[src/rtl/bp_fe_btb_ctrl.sv]
// Front-end BTB control: arbitrates fetch lookups and buffered backend updates onto the
// single-ported BTB, keeps per-entry partial tags and reports tagged predictions one cycle later.
module bp_fe_btb_ctrl #(
    parameter int eaddr_width_p   = 39,
    parameter int btb_idx_width_p = 9,
    parameter int btb_tag_width_p = 8,
    parameter int starve_limit_p  = 8
) (
    input  logic                       clk_i,
    input  logic                       reset_n_i,
    input  logic                       flush_i,

    input  logic                       fetch_v_i,
    input  logic [eaddr_width_p-1:0]   fetch_pc_i,
    output logic                       fetch_ready_o,

    output logic                       pred_v_o,
    output logic [eaddr_width_p-1:0]   pred_pc_o,
    output logic                       pred_hit_o,
    output logic [eaddr_width_p-1:0]   pred_target_o,

    input  logic                       upd_v_i,
    input  logic [eaddr_width_p-1:0]   upd_pc_i,
    input  logic [eaddr_width_p-1:0]   upd_target_i,
    output logic                       upd_ready_o,

    output logic [btb_idx_width_p-1:0] btb_idx_r_o,
    output logic                       btb_r_v_o,
    output logic [btb_idx_width_p-1:0] btb_idx_w_o,
    output logic                       btb_w_v_o,
    output logic [eaddr_width_p-1:0]   btb_target_w_o,
    input  logic [eaddr_width_p-1:0]   btb_target_i,
    input  logic                       btb_read_valid_i
);

    localparam int tag_lo_lp   = btb_idx_width_p + 2;
    localparam int tag_hi_lp   = btb_tag_width_p + btb_idx_width_p + 1;
    localparam int starve_w_lp = (starve_limit_p > 1) ? $clog2(starve_limit_p) : 1;
    localparam logic [starve_w_lp-1:0] starve_max_lp = starve_w_lp'(starve_limit_p - 1);

    typedef struct packed {
        logic [btb_idx_width_p-1:0] idx;
        logic [btb_tag_width_p-1:0] tag;
        logic [eaddr_width_p-1:0]   target;
    } upd_entry_s;

    upd_entry_s                 fifo_mem [2];
    upd_entry_s                 head;
    upd_entry_s                 upd_entry;
    logic                       head_r;
    logic                       tail;
    logic [1:0]                 count_r;
    logic [starve_w_lp-1:0]     starve_r;
    logic                       fifo_full;
    logic                       fifo_empty;
    logic                       starve_hit;
    logic                       drain;
    logic                       enq;
    logic                       fetch_accept;

    logic [btb_tag_width_p-1:0] tag_arr [2**btb_idx_width_p];
    logic [btb_tag_width_p-1:0] tag_q;
    logic [eaddr_width_p-1:0]   pc_q;
    logic                       v_q;
    logic [btb_idx_width_p-1:0] fetch_idx;
    logic                       unused;

    assign fetch_idx  = fetch_pc_i[btb_idx_width_p+1:2];
    assign upd_entry  = '{idx:    upd_pc_i[btb_idx_width_p+1:2],
                          tag:    upd_pc_i[tag_hi_lp:tag_lo_lp],
                          target: upd_target_i};
    assign unused     = ^{upd_pc_i[1:0], upd_pc_i[eaddr_width_p-1:tag_hi_lp+1]};

    assign head       = fifo_mem[head_r];
    // With two slots the tail is the head offset by the occupancy parity; a full FIFO refills the head slot.
    assign tail       = head_r ^ count_r[0];
    assign fifo_full  = (count_r == 2'd2);
    assign fifo_empty = (count_r == 2'd0);
    assign starve_hit = (starve_r == starve_max_lp);

    // Reset is folded into every handshake so nothing leaks out while reset is held.
    assign drain         = reset_n_i & !fifo_empty & (fifo_full | starve_hit | !fetch_v_i | flush_i);
    assign fetch_ready_o = reset_n_i & !drain & !flush_i;
    assign fetch_accept  = fetch_v_i & fetch_ready_o;
    assign upd_ready_o   = reset_n_i & !fifo_full;
    assign enq           = upd_v_i & upd_ready_o;

    assign btb_idx_r_o    = fetch_idx;
    assign btb_r_v_o      = fetch_accept;
    assign btb_idx_w_o    = head.idx;
    assign btb_target_w_o = head.target;
    assign btb_w_v_o      = drain;

    assign pred_v_o      = reset_n_i & v_q & !flush_i;
    assign pred_pc_o     = pc_q;
    assign pred_hit_o    = btb_read_valid_i & (tag_q == pc_q[tag_hi_lp:tag_lo_lp]);
    assign pred_target_o = pred_hit_o ? btb_target_i : '0;

    always_ff @(posedge clk_i) begin
        if (!reset_n_i) begin
            head_r   <= 1'b0;
            count_r  <= 2'd0;
            starve_r <= '0;
            v_q      <= 1'b0;
        end else begin
            if (drain)
                head_r <= ~head_r;
            count_r <= count_r + 2'(enq) - 2'(drain);
            if (fifo_empty || drain)
                starve_r <= '0;
            else if (!starve_hit)
                starve_r <= starve_r + 1'b1;
            v_q <= fetch_accept;
        end
    end

    // Payload storage carries no reset; validity comes from the FIFO count and the BTB itself.
    always_ff @(posedge clk_i) begin
        if (enq)
            fifo_mem[tail] <= upd_entry;
        if (drain)
            tag_arr[head.idx] <= head.tag;
        if (fetch_accept) begin
            pc_q  <= fetch_pc_i;
            tag_q <= tag_arr[fetch_idx];
        end
    end

endmodule

[config.mk]
export PLATFORM = sky130hd
export DESIGN_NAME = bp_fe_btb_ctrl
export DESIGN_NICKNAME = d
export VERILOG_FILES = /design/src/rtl/bp_fe_btb_ctrl.sv
export SDC_FILE = /design/constraint.sdc
export NUM_CORES = 2
export LEC_CHECK = 0
export BUFFER_PORTS_ARGS = -buffer_cell sky130_fd_sc_hd__buf_2
export CORE_ASPECT_RATIO = 1.75
export CORE_UTILIZATION = 62
export DETAILED_ROUTE_END_ITERATION = 8
export GPL_TIMING_DRIVEN = 1
export PLACE_DENSITY_LB_ADDON = 0.2
export SYNTH_ARGS = -nofsm -noshare
export SYNTH_HDL_FRONTEND = slang
export SYNTH_MEMORY_MAX_BITS = 65536
export SYNTH_SLANG_ARGS = --single-unit
[constraint.sdc]
create_clock -name clk_i -period 7.1 [get_ports clk_i]
set_clock_uncertainty 0.2 [all_clocks]
set_input_delay 0.355 -clock clk_i [delete_from_list [all_inputs] [get_ports clk_i]]
set_output_delay 0.355 -clock clk_i [all_outputs]
set_load 0.1 [all_outputs]
=== Yosys cells after proc, flatten, opt, wreduce, memory -nomap -nowiden ===
Memory sizes are Yosys's and may differ from the RTL's. A register that Yosys moved wholly into a read port is not among the register bits.
Index checks and enable logic that the tools add are counted.

* Output and inout port bits: 141
* Memory bits (writable): 4,208
* Input bits: 162
* Word-level logic and storage cells: 44
* Memories kept: 2
* Register bits after elaboration: 46

{| class="wikitable"
|+ Memories
! memory !! words !! width !! rd ports !! clocked after Yosys merged registers in !! wr ports !! RTL line !! text
|-
| tag_arr || 512 || 8 || 1 || 1 || 1 || 61 || <nowiki>logic [btb_tag_width_p-1:0] tag_arr [2**btb_idx_width_p];</nowiki>
|-
| fifo_mem || 2 || 56 || 1 || 1 || 1 || 47 || <nowiki>upd_entry_s fifo_mem [2];</nowiki>
|}

* Bitwise gates (word level): 16
* Reductions and logical operators: 8
* Mux-type cells: 7
* Add/subtract/negate cells: 3
* Equal/unequal tests: 3

{| class="wikitable"
|+ Operators by type and width
! kind !! count
|-
| $mux 39 || 1
|-
| $and 1x1->1 || 10
|-
| $eq 8x8->1 || 1
|-
| $mux 1 || 6
|-
| $logic_not 1->1 || 5
|-
| $add 3x1->3 const B || 1
|-
| $eq 3x3->1 const B || 1
|-
| $or 1x1->1 || 3
|-
| $add 2x1->2 || 1
|-
| $eq 2x2->1 const B || 1
|-
| $logic_not 2->1 || 1
|-
| $not 1->1 || 2
|-
| $reduce_or 2->1 || 1
|-
| $sub 2x1->2 || 1
|-
| $logic_or 1x1->1 || 1
|-
| $xor 1x1->1 || 1
|}

=== Longest topological paths before layout ===
* Depth after elaboration: 9
* Mapped depth: 13
* Depth with buffers taken out: 10

=== Worst setup path after synthesis ===
No wires, ideal clock.

* Path type: reg-to-reg
* Start point: register with a tool-made name
* End point: memory tag_arr[0][0] (data pin)
* Library setup time: 0.911 ns
* Setup slack: 0.971 ns
* Stages on the path, launching flop included: 5
* Arrival: 5.018 ns
* Cells stage by stage: dfxtp_1 -> clkbuf_1 -> clkbuf_1 -> clkbuf_1 -> mux2_2

{| class="wikitable"
|+ RTL lines
! what !! RTL line
|-
| end: declaration || 61
|}

=== Worst setup path in the final report ===
* Start point: register starve_r[0]
* End point: memory tag_arr[470][6] (enable)

* Longest elaborated chain between the ends: 7

{| class="wikitable"
|+ Ends and longest elaborated chain
! what !! RTL line !! text
|-
| start: declaration || 53 || <nowiki>logic [starve_w_lp-1:0] starve_r;</nowiki>
|-
| start signal: assignment || 112 || <nowiki>starve_r <= starve_r + 1'b1;</nowiki>
|-
| $eq 3x3->1 || 79 || <nowiki>assign starve_hit = (starve_r == starve_max_lp);</nowiki>
|-
| $or 1x1->1 (3 in series) || 82 || <nowiki>assign drain = reset_n_i & !fifo_empty & (fifo_full | starve_hit | !fetch_v_i | flush_i);</nowiki>
|-
| $and 1x1->1 || 82 ||
|-
| $mux 1 || 121 || <nowiki>if (drain)</nowiki>
|-
| $mux 1 (not written as such) || 122 || <nowiki>tag_arr[head.idx] <= head.tag;</nowiki>
|}

No other way between the ends.

==> flow_summary.json <==
{
  "max_slew.worst_pin.slew_ns": 1.453,
  "rsz0062_at_grt": "no",
  "rrSetupSlack_ns": 2.13,
  "worstReg2RegStart": "starve_r[0]",
  "clk_pin_slew_worst_paths_ns": 0.06,
  "power_density_nw_per_um2": 305.8,
  "syn-cell-area_um2": 167900,
  "wl_mm": 450.7,
  "path_cells": "ha_1 > ha_1 > nor3b_1 > a21oi_1 > nand2_1 > nor2_1 > nand2_4 > buf_4 > nor2_1",
  "netlist-cell-type-count": 81,
  "cp-start-kind": "flop",
  "fp.dieW_um": 395.4,
  "die_h_um": 690.4,
  "via_per_inst": 6.848,
  "drt_iter0_drc": 9870,
  "cts-buffers-inserted": 363,
  "postCtsSetupBuffers": 0,
  "rr_endpoint": "tag_arr[470][6]",
  "detailedPlacementHpwl_mm": 273.9,
  "cts_root_buffer": "clkbuf_16",
  "syn_nets": 8694,
  "critPathSlowestCell": "a21oi_1",
  "layout_common_cells": "4,255 x edfxtp_1, 814 x mux2i_1, 619 x nor2_1",
  "num_vias": 87976,
  "drt-pass1-iter-count": 6,
  "slew_viol_final": 0,
  "globalRouteOverflowTotal": 0,
  "post-route-period-util_pct": 69.94,
  "num_io_pins": 303,
  "ys_seq_elements": 4263,
  "cp_data_arrival_time_ns": 5.29,
  "area_growth_pct": 10.51,
  "initial_core_util_pct": 62.35,
  "htreeDepth": 5,
  "syn_avg_cell_area_um2": 19.69,
  "std_cell_rows": 252,
  "synthFlopType": "edfxtp_1",
  "cp_data_required_time_ns": 7.42,
  "cts.sinks": 4263,
  "r2r_cells": 9,
  "crit_type": "flop to flop",
  "io_buffers": 280,
  "cts_max_path_buffers": 4,
  "leakagePower_nw": 59.83,
  "cp_slowest_stage_delay_ns": 0.81,
  "max_slew_margin_pct": 2.216,
  "setup_viol": 0,
  "final_nets": 9167,
  "final_antenna_net_count": 0,
  "finalHoldViolCount": 0,
  "antenna_found_initial": 16,
  "synth-edff-count": 4255,
  "min_period_ns": 4.966,
  "coreArea_um2": 269300,
  "failed_checks": "max-capacitance violations",
  "synth_largest_area_cell": "edfxtp_1",
  "yosys_warnings": 0,
  "drive_gt1_share_pct": 18.69,
  "cts_tree": "built",
  "max-vdd-ir-drop_mv": 0.6729,
  "grt_pass1_wl_mm": 635.6,
  "seq_area_frac_synth_pct": 76.20,
  "end_kind": "flop",
  "synth_top_cell_area_share_pct": 76.11,
  "worstPathMaxFanout": 17,
  "holdPathStages": 3,
  "setup_tns_ns": 0,
  "status": "complete, but fails checks",
  "holdCritStartpoint": "reset_n_i",
  "final_common_cell": "edfxtp_1",
  "synth_cells": 8528,
  "gp_congestion": 0.9215,
  "max_freq_ghz": 0.2014,
  "utilization_pct": 68.90,
  "drc": 0,
  "die_area_um2": 272900,
  "maxCapViolCount": 1,
  "hp-class": "primary input to flop",
  "ys_async_sr_fraction_pct": 0,
  "routedWlPerCell_um": 35.08,
  "gr-usage-all-layers_pct": 32.88,
  "clk_latency_ns": 0.93,
  "grt_pass1_vias": 89075,
  "synth.area.top_cells": "edfxtp_1 76%, mux4_2 7.8%, mux2i_1 4.9%",
  "grt_max_degree": 225
}
-- synthesized netlist by cell type, drive strengths merged (12+ instances only) --
cell type and number:
edfxtp 4255, mux2i 814, mux4 640, nor2 624, buf 354, o221ai 282, clkbuf 233, o22ai 213
a21oi 186, nand2 164, o21ai 103, nor3 82, and2 80, mux2 80, a31oi 47, nand3 40
a211oi 39, a22oi 34, nand4 24, a2111oi 23, nor4 21, and3 14, inv 14, o211ai 12
o31ai 12
-- how the worst max path moves through the flow --
stage                  start              end  slack (ns)  cells past startpoint
6_report         starve_r[0]  tag_arr[470][6]        2.13                      9
5_1_grt          starve_r[0]  tag_arr[471][3]        1.85                      9
4_1_cts          starve_r[0]  tag_arr[471][5]        2.16                      9
3_5_place_dp   fetch_pc_i[2]         tag_q[5]        2.04                     10
3_3_place_gp   fetch_pc_i[2]         tag_q[5]        2.04                     10
2_1_floorplan           flop    tag_arr[0][0]        0.97                      4
-- critical path, delay by kind of cell (launching register included) --
| family | cells | cell delay (ns) |
|---|---|---|
| AND/OR/NAND/NOR | 5 | 2.25 |
| buffers and inverters | 1 | 0.52 |
| flip-flops | 1 | 0.35 |
| AO/OA/AOI/OAI | 1 | 0.81 |
| adder cells (fa/ha/maj) | 2 | 0.35 |
-- layer usage --
metal | track usage [%] | vias up | routed length (µm)
met3 | 5.530 | 1251 | 40820
met5 | 0 | - | 10
met2 | 55.46 | 5558 | 227200
met4 | 23.38 | 2 | 38210
met1 | 38.33 | 45187 | 144500
li1 | - | 35978 | -
-- cell families (layout without fill, tap and decap cells) --
| logic type | after synthesis | after routing | share of synthesized area [%] |
|---|---|---|---|
| flip-flops | 4263 | 4263 | 76.20 |
| multiplexers | 1534 | 1534 | 14.10 |
| AND/OR/NAND/NOR | 1095 | 1095 | 2.858 |
| AO/OA/AOI/OAI | 1018 | 1018 | 4.248 |
| buffers and inverters | 602 | 1361 | 2.497 |
| XOR/XNOR | 12 | 12 | 0.06260 |
| adder cells (fa/ha/maj) | 4 | 4 | 0.02981 |
| other | 0 | 4 | 0 |
-- flip-flops by register name (all words and copies together) (netlist names), named ones only --
name	count
starve_r	3
pred_pc_o	39
count_r	2
v_q	1
fifo_mem	112
head_r	1
tag_q	8
tag_arr	4096
-- cell type report --
type	count	area, µm²
Clock buffer	442	9559
Sequential cell	4263	127900
Fill cell	16520	83740
Tap cell	3556	4449
Clock inverter	209	1922
Antenna cell	4	10.01
Multi-Input combinational cell	3663	36070
Inverter	15	71.32
Timing Repair Buffer	695	5503
-- through the flow --
step,instances,hold slack [ns],area (µm²),power [W],setup slack (ns)
2_1_floorplan,8528,0.2060,167900,0.03525,0.9710
3_3_place_gp,12007,0.2250,172200,0.03708,2.042
3_5_place_dp,12007,0.2359,172200,0.03738,2.041
4_1_cts,12843,0.004056,185500,0.05671,2.155
5_1_grt,12844,0.07515,185500,0.05790,1.849
6_report,12847,0.07760,185500,0.05674,2.134
-- power breakdown --
group	leakage [nW]	switching [W]	internal [W]	total, W
combinational	15.9	0.00551	0.00124	0.00675
sequential	38.3	0.0000788	0.0302	0.0303
clock	5.60	0.00893	0.0108	0.0197
-- repair_timing --
item | CTS | global route
resized for setup | 0 | 0
hold buffers | 185 | 0
endpoints found under the hold margin | 218 | 0
Power figures use the tool's default switching activity.
